## config.mk

```make
export PLATFORM = sky130hd
export DESIGN_NAME = if_fetch_stage
export DESIGN_NICKNAME = d
export VERILOG_FILES = /design/src/rtl/if_fetch_stage.sv
export SDC_FILE = /design/constraint.sdc
export NUM_CORES = 1
export LEC_CHECK = 0
export ABC_AREA = 1
export ABC_CLOCK_PERIOD_IN_PS = 3170
export BUFFER_PORTS_ARGS = -buffer_cell sky130_fd_sc_hd__buf_2
export CAP_MARGIN = 20
export CORE_ASPECT_RATIO = 0.8
export CORE_MARGIN = 10
export CORE_UTILIZATION = 51
export DETAILED_ROUTE_END_ITERATION = 7
export PLACE_DENSITY = 0.88
export SETUP_SLACK_MARGIN = 0.1
export SLEW_MARGIN = 25
export SYNTH_ARGS = -nofsm -noshare
export SYNTH_HDL_FRONTEND = slang
export SYNTH_SLANG_ARGS = --single-unit
```

## constraint.sdc

```tcl
create_clock -name CLK -period 3.17 [get_ports CLK]
set_input_delay 0 -clock CLK [delete_from_list [all_inputs] [get_ports CLK]]
set_output_delay 0 -clock CLK [all_outputs]
set_load 0.02 [all_outputs]
```

## src/rtl/if_fetch_stage.sv

```systemverilog
// Instruction-fetch stage of the five-stage MIPS pipeline.
// Computes PC+4, reads the boot-image instruction ROM and latches both into
// the IF/ID pipeline register, honouring the stall (IFIDWrite) and the
// branch/jump squash (IF_Flush). TYPE classifies the latched instruction.
//
// Ports:
//   CLK            pipeline clock, IF/ID updates on the rising edge
//   RESET          asynchronous active-high reset
//   PC             current fetch address
//   IFIDWrite      1 = load IF/ID, 0 = hold
//   IF_Flush       1 = squash the instruction being latched
//   IF_PC_4        PC + 4 (combinational)
//   IF_Instruction ROM word at PC (combinational)
//   ID_Instruction registered instruction
//   ID_PC_4        registered PC + 4
//   FLUSH          registered, 1 = ID slot holds a squashed bubble
//   TYPE           class of ID_Instruction (combinational)
module if_fetch_stage #(
  parameter int unsigned MEM_DEPTH = 64
) (
  input  logic        CLK,
  input  logic        RESET,
  input  logic [31:0] PC,
  input  logic        IFIDWrite,
  input  logic        IF_Flush,
  output logic [31:0] IF_PC_4,
  output logic [31:0] IF_Instruction,
  output logic [31:0] ID_Instruction,
  output logic [31:0] ID_PC_4,
  output logic        FLUSH,
  output logic [2:0]  TYPE
);

  typedef enum logic [2:0] {
    CLS_NOP    = 3'd0,
    CLS_RTYPE  = 3'd1,
    CLS_IALU   = 3'd2,
    CLS_LOAD   = 3'd3,
    CLS_STORE  = 3'd4,
    CLS_BRANCH = 3'd5,
    CLS_JUMP   = 3'd6,
    CLS_OTHER  = 3'd7
  } instr_class_e;

  instr_class_e id_class;
  logic [31:0]  word_idx;
  logic [31:0]  rom_word;

  assign IF_PC_4  = PC + 32'd4;
  assign word_idx = {2'b00, PC[31:2]};

  // The ROM has no write port, so the image that reset would load is simply
  // the constant contents; a table lookup is observably identical.
  always_comb begin
    rom_word = '0;
    if (word_idx < MEM_DEPTH) begin
      unique case (word_idx)
        32'd0:   rom_word = 32'h23BD_FFF0;
        32'd1:   rom_word = 32'h2010_0008;
        32'd2:   rom_word = 32'hAFB0_0000;
        32'd3:   rom_word = 32'h8FB1_0000;
        32'd5:   rom_word = 32'h1211_0002;
        32'd6:   rom_word = 32'h0800_0000;
        default: rom_word = '0;
      endcase
    end
  end

  assign IF_Instruction = rom_word;

  always_ff @(posedge CLK or posedge RESET) begin
    if (RESET) begin
      ID_Instruction <= '0;
      ID_PC_4        <= '0;
      FLUSH          <= 1'b0;
    end else if (IF_Flush) begin
      ID_Instruction <= '0;
      ID_PC_4        <= '0;
      FLUSH          <= 1'b1;
    end else if (IFIDWrite) begin
      ID_Instruction <= IF_Instruction;
      ID_PC_4        <= IF_PC_4;
      FLUSH          <= 1'b0;
    end
  end

  always_comb begin
    id_class = CLS_OTHER;
    unique case (ID_Instruction[31:26])
      6'h00:   id_class = (ID_Instruction == '0) ? CLS_NOP : CLS_RTYPE;
      6'h08, 6'h09, 6'h0A, 6'h0B,
      6'h0C, 6'h0D, 6'h0E, 6'h0F:
               id_class = CLS_IALU;
      6'h23:   id_class = CLS_LOAD;
      6'h2B:   id_class = CLS_STORE;
      6'h04, 6'h05:
               id_class = CLS_BRANCH;
      6'h02, 6'h03:
               id_class = CLS_JUMP;
      default: id_class = CLS_OTHER;
    endcase
  end

  assign TYPE = id_class;

endmodule

```

==> metrics.md, run 1 <==
| Metric | Value |
|---|---|
| Vias per inst | 4.96 |
| Post-route ant nets | 0 |
| Yosys cell types | 39 |
| Max-Cap Viols | 0 |
| Worst slew margin | 47.6% |
| Initial antenna violation count | 0 |
| Die height | 93.0 µm |
| GRT Util Overall | 19.0% |
| Synth Flop Type | dfrtp_1 |
| Core area | 6440 µm² |
| Leak | 2.49 nW |
| Clock network fraction of design power | 36.0% |
| Die ar. | 10400 µm² |
| Chip Width | 111 µm |
| Largest net degree at the start of global routing | 44 |
| Sink Count | 43 |
| Synthesized flop and latch total | 43 |
| Max stage delay on crit path | 0.55 ns |
| Clk root buf | clkbuf_8 |
| Crit-path cells | dlygate4sd3_1 -> buf_2 -> inv_1 -> ha_1 -> nand2_1 -> nor2_2 -> nand2_1 -> a21oi_2 -> inv_2 -> nand2_2 -> nor2_2 -> nor2_1 -> buf_2 |
| Worst setup startpoint | PC[2] |
| Share of power burned in registers | 41.1% |
| RSZ-0062 raised after global routing | no |
| Mapped Avg Cell Area | 6.97 µm² |
| Sw Share | 31.3% |
| Delay-heaviest family, CP | buffers and inverters |
| Post-synth EDFFs | 0 |
| Synth warn | 0 |
| Startpoint types | input port |
| Worst skew pair latency | 0.29 ns |
| Final hold violation count | 0 |
| 1st-pass router iterations | 4 |
| Worst Path Class, Setup | in -> out |
| Number of top-level pins | 168 |
| Hold endpoint | ID_PC_4[31] |
| Worst setup EP type | output pin |
| # diodes | 0 |
| Worst flop-to-flop path endpoint | ID_Instruction[19] |
| Maximum clock frequency | 0.463 GHz |
| Worst Path Buf+Inv | 5 |
| Fin Clk Skew | 0 ns |
| CP max-delay cell | dlygate4sd3_1 |
| Synthesized area | 3400 µm² |
| Number of global-route vias before repair | 3409 |
| Share of cells above drive strength 1 | 33.2% |
| Synth top area cells | dfrtp_1 32%, nand2_1 14%, buf_4 10% |
| Routed via count | 3469 |
| Worst R2R Path Depth | 2 |
| Global placement routability congestion | 0.886 |
| H-tree levels | 2 |
| Synth-to-layout area growth | 22.0% |
| Initial Utilization | 52.8% |
| Final HPWL DP | 8.50 mm |
| Switching power | 455 µW |
| CTS tree | done |
| CTS Buffer Depth | 2 |
| Worst r2r src | ID_Instruction[19] |
| Wire length per cell | 15.0 µm |
| Worst Max-Slew Pin Slew | 0.786 ns |
| Finished Layout Cells | 699 |
| Yosys top cell by area | dfrtp_1 |
| P_int | 996 µW |
| Initial DRC Count | 172 |
| Slew Limit Fails | 0 |
| Mapped Cells | 488 |
| Arrival @ worst endpoint | 2.16 ns |
| Detailed Route WL | 10.5 mm |
| DP Cell Count | 685 |
| First-pass GRT wire length | 16.8 mm |
| Hold crit path type | in -> reg |
| Clock-pin slew on the worst setup and hold paths | 0.08 ns |
| Post-synth top area share | 31.6% |
| CTS Buf Count | 5 |
| Fin Setup TNS | 0 ns |
| Ys async rst share | 100% |
| Final count of negative-setup-slack endpoints | 0 |
| CP required | 3.17 ns |
| Tcrit/Tclk final | 68.2% |
| Total power | 1.45 mW |
| Post-synthesis sequential area ratio | 31.6% |
| Worst-path fanout max | 5 |
| Final net count | 654 |
| Hold_sp | PC[31] |
| Row count | 26 |
| Port Buffers | 157 |
| Hold Path Depth | 4 |
| Grt total ovfl | 0 |
| Status | completed |
| DRC errors left | 0 |
| Comb power frac | 23.0% |
| Min Tclk post-route | 2.16 ns |
| Post-cts sizing count | 0 |
| R2r setup slk | 2.33 ns |
| Power Density | 350 nW/µm² |
| Worst VDD drop | 0.357 mV |
==> flip-flops by register name, indices dropped and copies added, names as in the netlist <==
register / count
ID_PC_4: 32
ID_Instruction: 10
FLUSH: 1
==> final cells by class <==
class / count / area (µm²)
clock buffer: 6 / 72.6
sequential: 43 / 1080
tap: 84 / 105
multi-input combinational: 328 / 1710
inverter: 71 / 268
clock inverter: 2 / 60.1
fill: 617 / 2290
timing repair buffer: 165 / 861
==> power by group through the flow <==
stage	clock, mW	sequential, mW	combinational, mW
finish	0.521	0.596	0.333
CTS	0.529	0.596	0.336
global placement	0	0.605	0.322
floorplan	0	0.646	0.169
global route	0.553	0.600	0.363
detailed placement	0	0.606	0.329
==> per-stage QoR <==
| stage | worst slack (ns) | utilization, % | area [µm²] | hold WS (ns) |
|---|---|---|---|---|
| after detailed placement | 1.60 | 61.4 | 3960 | 0.245 |
| after global routing | 0.883 | 64.4 | 4150 | 0.0560 |
| after CTS | 1.02 | 64.4 | 4150 | 0.0462 |
| final | 1.01 | 64.4 | 4150 | 0.0406 |
| after floorplan | 1.61 | - | 3430 | 0.0962 |
| after global placement | 1.63 | 61.4 | 3960 | 0.237 |
==> how the worst max path moves through the flow <==
stage	cells past startpoint	endpoint
finish	13	IF_Instruction[29]
global route	13	IF_Instruction[29]
CTS	13	IF_Instruction[29]
detailed placement	12	IF_Instruction[29]
global placement	12	IF_Instruction[29]
floorplan	10	IF_Instruction[16]
==> cells in the mapped netlist, types with 2 or more instances <==
| cell type | count |
|---|---|
| nand2_1 | 126 |
| inv_1 | 66 |
| nor2_1 | 48 |
| buf_4 | 46 |
| dfrtp_1 | 43 |
| nand3_1 | 29 |
| o21ai_0 | 16 |
| xor2_1 | 16 |
| nand4_1 | 12 |
| nor3_1 | 9 |
| nand2_2 | 8 |
| clkbuf_1 | 7 |
| nor2_4 | 7 |
| a22o_1 | 6 |
| nor2_2 | 6 |
| and2_1 | 5 |
| inv_2 | 5 |
| ha_1 | 4 |
| o21ai_1 | 3 |
| o22ai_1 | 3 |
| a21oi_1 | 2 |
| nand3b_1 | 2 |
| nor4_1 | 2 |
| o21ai_2 | 2 |
==> cells by family after synthesis <==
kind of cell	Yosys count	synth area share [%]
other	1	0.110
DFF	43	31.6
and+or+nand+nor	260	36.3
AOI/OAI and AO/OA	38	7.14
buffers and inverters	126	19.2
xor gates and xnor gates	16	4.12
adders and majority gates	4	1.47
==> layer usage <==
layer | track usage [%] | vias to the layer above | routed length [µm]
met1 | 22.2 | 1568 | 4220
met5 | 0 | - | 0
met2 | 31.6 | 169 | 4800
li1 | - | 1717 | -
met4 | 4.70 | 0 | 170
met3 | 8.17 | 15 | 1260
==> timing repair <==
| item | 4_1_cts | 5_1_grt |
|---|---|---|
| hold buffers | 6 | 0 |
| hold endpoints to repair | 48 | 0 |
| buffers inserted | 0 | 0 |
==> worst reg2reg max path, stage by stage (launching register included) <==
cell	delay, ns
dfrtp_1	0.51
nand2_1	0.12
o21ai_0	0.08
==> cell usage in the layout (no fill, tap or decap), types with 2 or more instances in the layout <==
cell,count
nand2_1,126
inv_1,65
nor2_4,7
and2_1,5
dlygate4sd3_1,6
nor2_2,7
nand2_2,8
dfrtp_1,43
nor3_1,9
clkbuf_8,5
o22ai_1,3
nand3_1,29
nand3b_1,2
o21ai_2,2
buf_2,157
bufinv_16,2
conb_1,10
nor2_1,47
inv_2,5
ha_1,4
a21oi_1,2
o21ai_1,3
a22o_1,6
nor4_1,2
nand4_1,12
o21ai_0,16
buf_4,2
xor2_1,16
Power figures use the tool's default switching activity.
==> run 2: changes to the inputs <==
Settings changed: ABC_CLOCK_PERIOD_IN_PS 3170 to 2100, CORE_UTILIZATION 51 to 47, PLACE_DENSITY 0.88 to 0.82.
Clock period 3.17 ns to 2.1 ns, I/O delays scaled along.
==> run 2 against run 1 <==
  * Wire length rose by 0.79%
  * Via count is 0.14% lower
  * Non-clock buffer count unchanged
  * Sequential power up 51%
  * Critical path depth shrank 8
  * Sequential cell count is the same
  * Final cell count rose by 0.43%
  * Global-route usage down 0.27 points
  * Die area up 6.8%
  * Critical path type is now reg -> out
  * Critical endpoint is now TYPE[0]
==> metrics.md, run 2 (synthesis gave the netlist of run 1 again) <==
| Metric | Value |
|---|---|
| Status | completed |
| Initial DRC Count | 219 |
| Port Buffers | 157 |
| Final HPWL DP | 8.45 mm |
| Hold crit path type | in -> reg |
| Post-CTS Setup Repair Bufs | 0 |
| First-pass GRT wire length | 17.1 mm |
| Min Tclk post-route | 1.55 ns |
| Multi-input logic area | 1710 µm² |
| CTS tree | done |
| Worst slew margin | 49.1% |
| RSZ-0062 raised after global routing | no |
| CTS Buf Count | 5 |
| Number of global-route vias before repair | 3529 |
| Wire length per cell | 15.0 µm |
| Core area | 6960 µm² |
| Clk root buf | clkbuf_8 |
| Die ar. | 11100 µm² |
| Leak | 2.48 nW |
| Worst VDD drop | 0.247 mV |
| Worst setup EP type | output pin |
| Number of flip-flops in the largest register | 32 |
| Final net count | 654 |
| Hold_ws | 0.0146 ns |
| Routed via count | 3464 |
| # diodes | 0 |
| Final core utilization | 59.3% |
| Largest register by flop count | ID_PC_4 |
| Crit path capture | TYPE[0] |
| Synth-to-layout area growth | 21.3% |
| Post-route ant nets | 0 |
| Chip Width | 115 µm |
| Max-Cap Viols | 0 |
| Fin Clk Skew | 0 ns |
| Fin Setup TNS | 0 ns |
| Final count of negative-setup-slack endpoints | 0 |
| Maximum clock frequency | 0.643 GHz |
| Final hold violation count | 0 |
| DRC errors left | 0 |
| Worst flop-to-flop path endpoint | ID_Instruction[19] |
| CTS Buffer Depth | 2 |
| Number of top-level pins | 168 |
| Hold_sp | PC[31] |
| Worst r2r src | ID_Instruction[19] |
| Worst skew pair latency | 0.30 ns |
| Grt total ovfl | 0 |
| Power Density | 488 nW/µm² |
| Slew Limit Fails | 0 |
| Fin worst setup slack | 0.546 ns |
| Commonest cells after routing, fill and taps aside | 157 x buf_2, 126 x nand2_1, 65 x inv_1, 47 x nor2_1, 43 x dfrtp_1 |
| Detailed Route WL | 10.5 mm |
| Share of cells above drive strength 1 | 33.2% |
| 1st-pass router iterations | 4 |
| Worst R2R Path Depth | 2 |
| CP required | 2.10 ns |
| Worst Path Class, Setup | reg -> out |
| Most common cell after layout, fill and taps aside | buf_2 |
| Total power | 2.01 mW |
| R2r setup slk | 1.27 ns |
| Pre-CTS setup slack | 0.596 ns |
| Post-cts sizing count | 0 |
| Global placement routability congestion | 0.918 |
| Largest net degree at the start of global routing | 44 |
| Die height | 96.1 µm |
| FILL cells | 675 |
| H-tree levels | 2 |
| Tcrit/Tclk final | 74.0% |
| GRT Util Overall | 18.7% |
| Row count | 27 |
| Arrival @ worst endpoint | 1.55 ns |
| Worst setup startpoint | ID_Instruction[19] |
| Worst Max-Slew Pin Slew | 0.762 ns |
| Initial antenna violation count | 0 |
| Largest regs | ID_PC_4 x32, ID_Instruction x10, FLUSH x1 |
| Sink Count | 43 |
| Initial Utilization | 48.9% |
| Vias per inst | 4.93 |
| Startpoint types | flip-flop |
| Clock-pin slew on the worst setup and hold paths | 0.09 ns |
| Worst-path fanout max | 16 |
| Register area | 1080 µm² |
[run 2: cell types whose count changed in the layout (fill, tap and decap cells not counted)]
cell | before | now
nor2_4 | 7 | 8
clkbuf_8 | 5 | 7
bufinv_16 | 2 | 0
nor2_2 | 7 | 6
[run 2: layout make-up]
cell class | instances | area share [%]
Clock buffer | 8 | 2.43
Sequential cell | 43 | 26.1
Multi-Input combinational cell | 328 | 41.5
Tap cell | 87 | 2.64
Timing Repair Buffer | 165 | 20.9
Inverter | 71 | 6.49
[run 2: what timing repair did]
item                                   in CTS  in global routing
setup endpoints to repair                   0                  0
hold buffers                                6                  0
endpoints found under the hold margin      48                  0
[run 2: worst min-delay path by stage]
stage / end / slack, ns / depth (start not counted)
6_report: ID_PC_4[31] / 0.01 / 4
5_1_grt: ID_PC_4[31] / 0.04 / 4
4_1_cts: ID_PC_4[31] / 0.01 / 4
3_5_place_dp: IF_PC_4[1] / 0.24 / 2
3_3_place_gp: ID_PC_4[1] / 0.24 / 2
2_1_floorplan: IF_PC_4[2] / 0.1 / 1
[run 2: per-layer routing]
metal | GRT usage, % | share of wire, %
met4 | 4.22 | 1.1
met3 | 6.78 | 13
met1 | 21.8 | 40
met5 | 0 | 0
met2 | 32.3 | 46
[run 2: power breakdown]
| part | total, mW | internal [mW] | switching, mW |
|---|---|---|---|
| sequential | 0.898 | 0.874 | 0.0239 |
| combinational | 0.504 | 0.153 | 0.351 |
| clock | 0.612 | 0.301 | 0.311 |
[run 2: metrics by stage]
stage	instance area, µm²	instances
floorplan	3430	497
global placement	3960	688
detailed placement	3960	688
CTS	4120	702
global route	4130	702
finish	4130	702
[run 2: worst max-delay path: stages (launching register included)]
cell      delay (ns)
dfrtp_1         0.51
nor2_1          0.15
nand3_1         0.09
nor4_1          0.21
o211ai_1        0.12
buf_2           0.17
==> run 3: changes to the inputs <==
Settings changed: ABC_CLOCK_PERIOD_IN_PS 2100 to 1330, CORE_UTILIZATION 47 to 42, PLACE_DENSITY 0.82 to 0.77.
Clock period 2.1 ns to 1.33 ns, I/O delays scaled along.
==> run 3 against run 2 <==
  * The run now ends with negative setup slack left
  * Clock power is 40% higher
  * Combinational power increased by 130%
  * Non-clock buffer count is 94 higher
  * Clock skew unchanged
  * Sequential share of layout area fell by 8.3 points
  * First-iteration DRC count increased by 0.46%
==> metrics.md, run 3 (synthesis gave the netlist of run 1 again) <==
| Metric | Value |
|---|---|
| Number of global-route vias before repair | 3949 |
| Core area | 7910 µm² |
| Fin worst setup slack | -0.0647 ns |
| CTS Buffer Depth | 2 |
| Share of cells above drive strength 1 | 60.7% |
| FILL cells | 551 |
| Number of flip-flops in the largest register | 32 |
| Vias per inst | 4.98 |
| First-pass GRT wire length | 19.1 mm |
| Largest register by flop count | ID_PC_4 |
| Initial DRC Count | 220 |
| R2r setup slk | 0.49 ns |
| CTS Buf Count | 5 |
| Fin Clk Skew | 0 ns |
| CTS tree | done |
| Largest net degree at the start of global routing | 42 |
| Row count | 29 |
| DRC errors left | 0 |
| Routed via count | 4075 |
| Worst Path Class, Setup | in -> out |
| Final count of negative-setup-slack endpoints | 5 |
| Commonest cells after routing, fill and taps aside | 95 x buf_2, 86 x nand2_1, 85 x buf_4, 66 x buf_6, 45 x inv_1 |
| Slew Limit Fails | 0 |
| Grt total ovfl | 0 |
| Clock network fraction of design power | 24.7% |
| Global placement routability congestion | 0.969 |
| RSZ-0062 raised after global routing | yes |
| Worst VDD drop | 0.456 mV |
| Post-route ant nets | 0 |
| Worst skew pair latency | 0.31 ns |
| 1st-pass router iterations | 5 |
| H-tree levels | 2 |
| Arrival @ worst endpoint | 1.39 ns |
| Final net count | 749 |
| Die ar. | 12100 µm² |
| Multi-input logic area | 2410 µm² |
| Sw Share | 35.6% |
| Final core utilization | 76.4% |
| Initial antenna violation count | 0 |
| Startpoint types | input port |
| Worst-path fanout max | 3 |
| Sink Count | 43 |
| Largest regs | ID_PC_4 x32, ID_Instruction x10, FLUSH x1 |
| Most common cell after layout, fill and taps aside | buf_2 |
| # diodes | 0 |
| Worst setup EP type | output pin |
| Fin Setup TNS | -0.148 ns |
| Final hold violation count | 0 |
| Switching power | 1.23 mW |
| Tcrit/Tclk final | 105% |
| Maximum clock frequency | 0.717 GHz |
| Number of top-level pins | 168 |
| CP required | 1.33 ns |
| Comb power frac | 34.2% |
| Die height | 100 µm |
| Clock-pin slew on the worst setup and hold paths | 0.08 ns |
| Clk root buf | clkbuf_8 |
| Hold crit path type | in -> reg |
| Synth-to-layout area growth | 77.7% |
| Wire length per cell | 17.3 µm |
| Initial Utilization | 43.0% |
| Port Buffers | 157 |
| Leak | 3.25 nW |
| P_int | 2.23 mW |
| Min Tclk post-route | 1.39 ns |
| Final HPWL DP | 9.34 mm |
| Max-Cap Viols | 0 |
| Power Density | 572 nW/µm² |
| GRT Util Overall | 18.9% |
| Detailed Route WL | 14.1 mm |
| Share of power burned in registers | 41.1% |
| Status | complete, but fails checks |
| Register area | 1080 µm² |
| Failing checks | negative setup slack |
| Chip Width | 121 µm |
| Total power | 3.46 mW |
-- run 3: layout make-up --
type | count | share of cell area, %
Clock inverter | 1 | 0.0828
Timing Repair inverter | 1 | 0.124
Timing Repair Buffer | 259 | 33.9
Clock buffer | 7 | 1.26
Sequential cell | 43 | 17.8
Inverter | 71 | 4.70
Multi-Input combinational cell | 328 | 39.9
Tap cell | 108 | 2.24
-- run 3: final timing paths --
check	endpoint	cells past startpoint	startpoint
max in group asynchronous	ID_Instruction[19]	4	RESET
worst max register to register	ID_Instruction[19]	3	ID_Instruction[19]
min in group asynchronous	ID_PC_4[16]	3	RESET
worst min-delay path	ID_PC_4[11]	3	PC[11]
worst max-delay path	IF_PC_4[30]	9	PC[15]
worst min register to register	ID_PC_4[13]	2	ID_PC_4[13]
-- run 3: layer usage --
metal	track usage [%]	vias to the layer above	part of all wire, %
li1	-	1898	-
met1	21.0	1939	38
met2	34.4	204	52
met3	6.55	34	8.4
met4	3.80	0	1.9
met5	0	-	0
-- run 3: through the flow --
| stage | hold slack [ns] | instance area (µm²) | worst slack [ns] | instances |
|---|---|---|---|---|
| floorplan | 0.100 | 3520 | 0.0543 | 497 |
| global route | 0.0830 | 6040 | -0.146 | 818 |
| finish | 0.0393 | 6040 | -0.0647 | 818 |
| detailed placement | 0.0423 | 4490 | -0.185 | 762 |
| global placement | 0.0334 | 4490 | -0.122 | 762 |
| CTS | 0.0290 | 5110 | -0.0474 | 797 |
-- run 3: worst max-delay path, stage by stage --
cell and delay (ns):
buf_4 0.10, buf_6 0.11, nand2_4 0.06, nor2_2 0.16
nand4_1 0.22, nor3_2 0.31, nand3_1 0.15, and2_4 0.16
buf_6 0.12
-- run 3: power by group through the flow --
stage / Clock [mW] / Combinational [mW] / Sequential [mW]
after floorplan: 0 / 0.410 / 1.54
after global placement: 0 / 0.879 / 1.44
after detailed placement: 0 / 0.891 / 1.44
after CTS: 0.869 / 0.973 / 1.42
after global routing: 0.927 / 1.26 / 1.43
final: 0.854 / 1.18 / 1.42
-- run 3: what timing repair did --
item / in CTS / in global routing
hold buffers: 6 / 0
pin swaps: 37 / 80
endpoints found under the setup margin: 49 / 52
endpoints found under the hold margin: 24 / 0
buffers inserted: 21 / 25
cloned: 0 / 1
resized for setup: 95 / 212
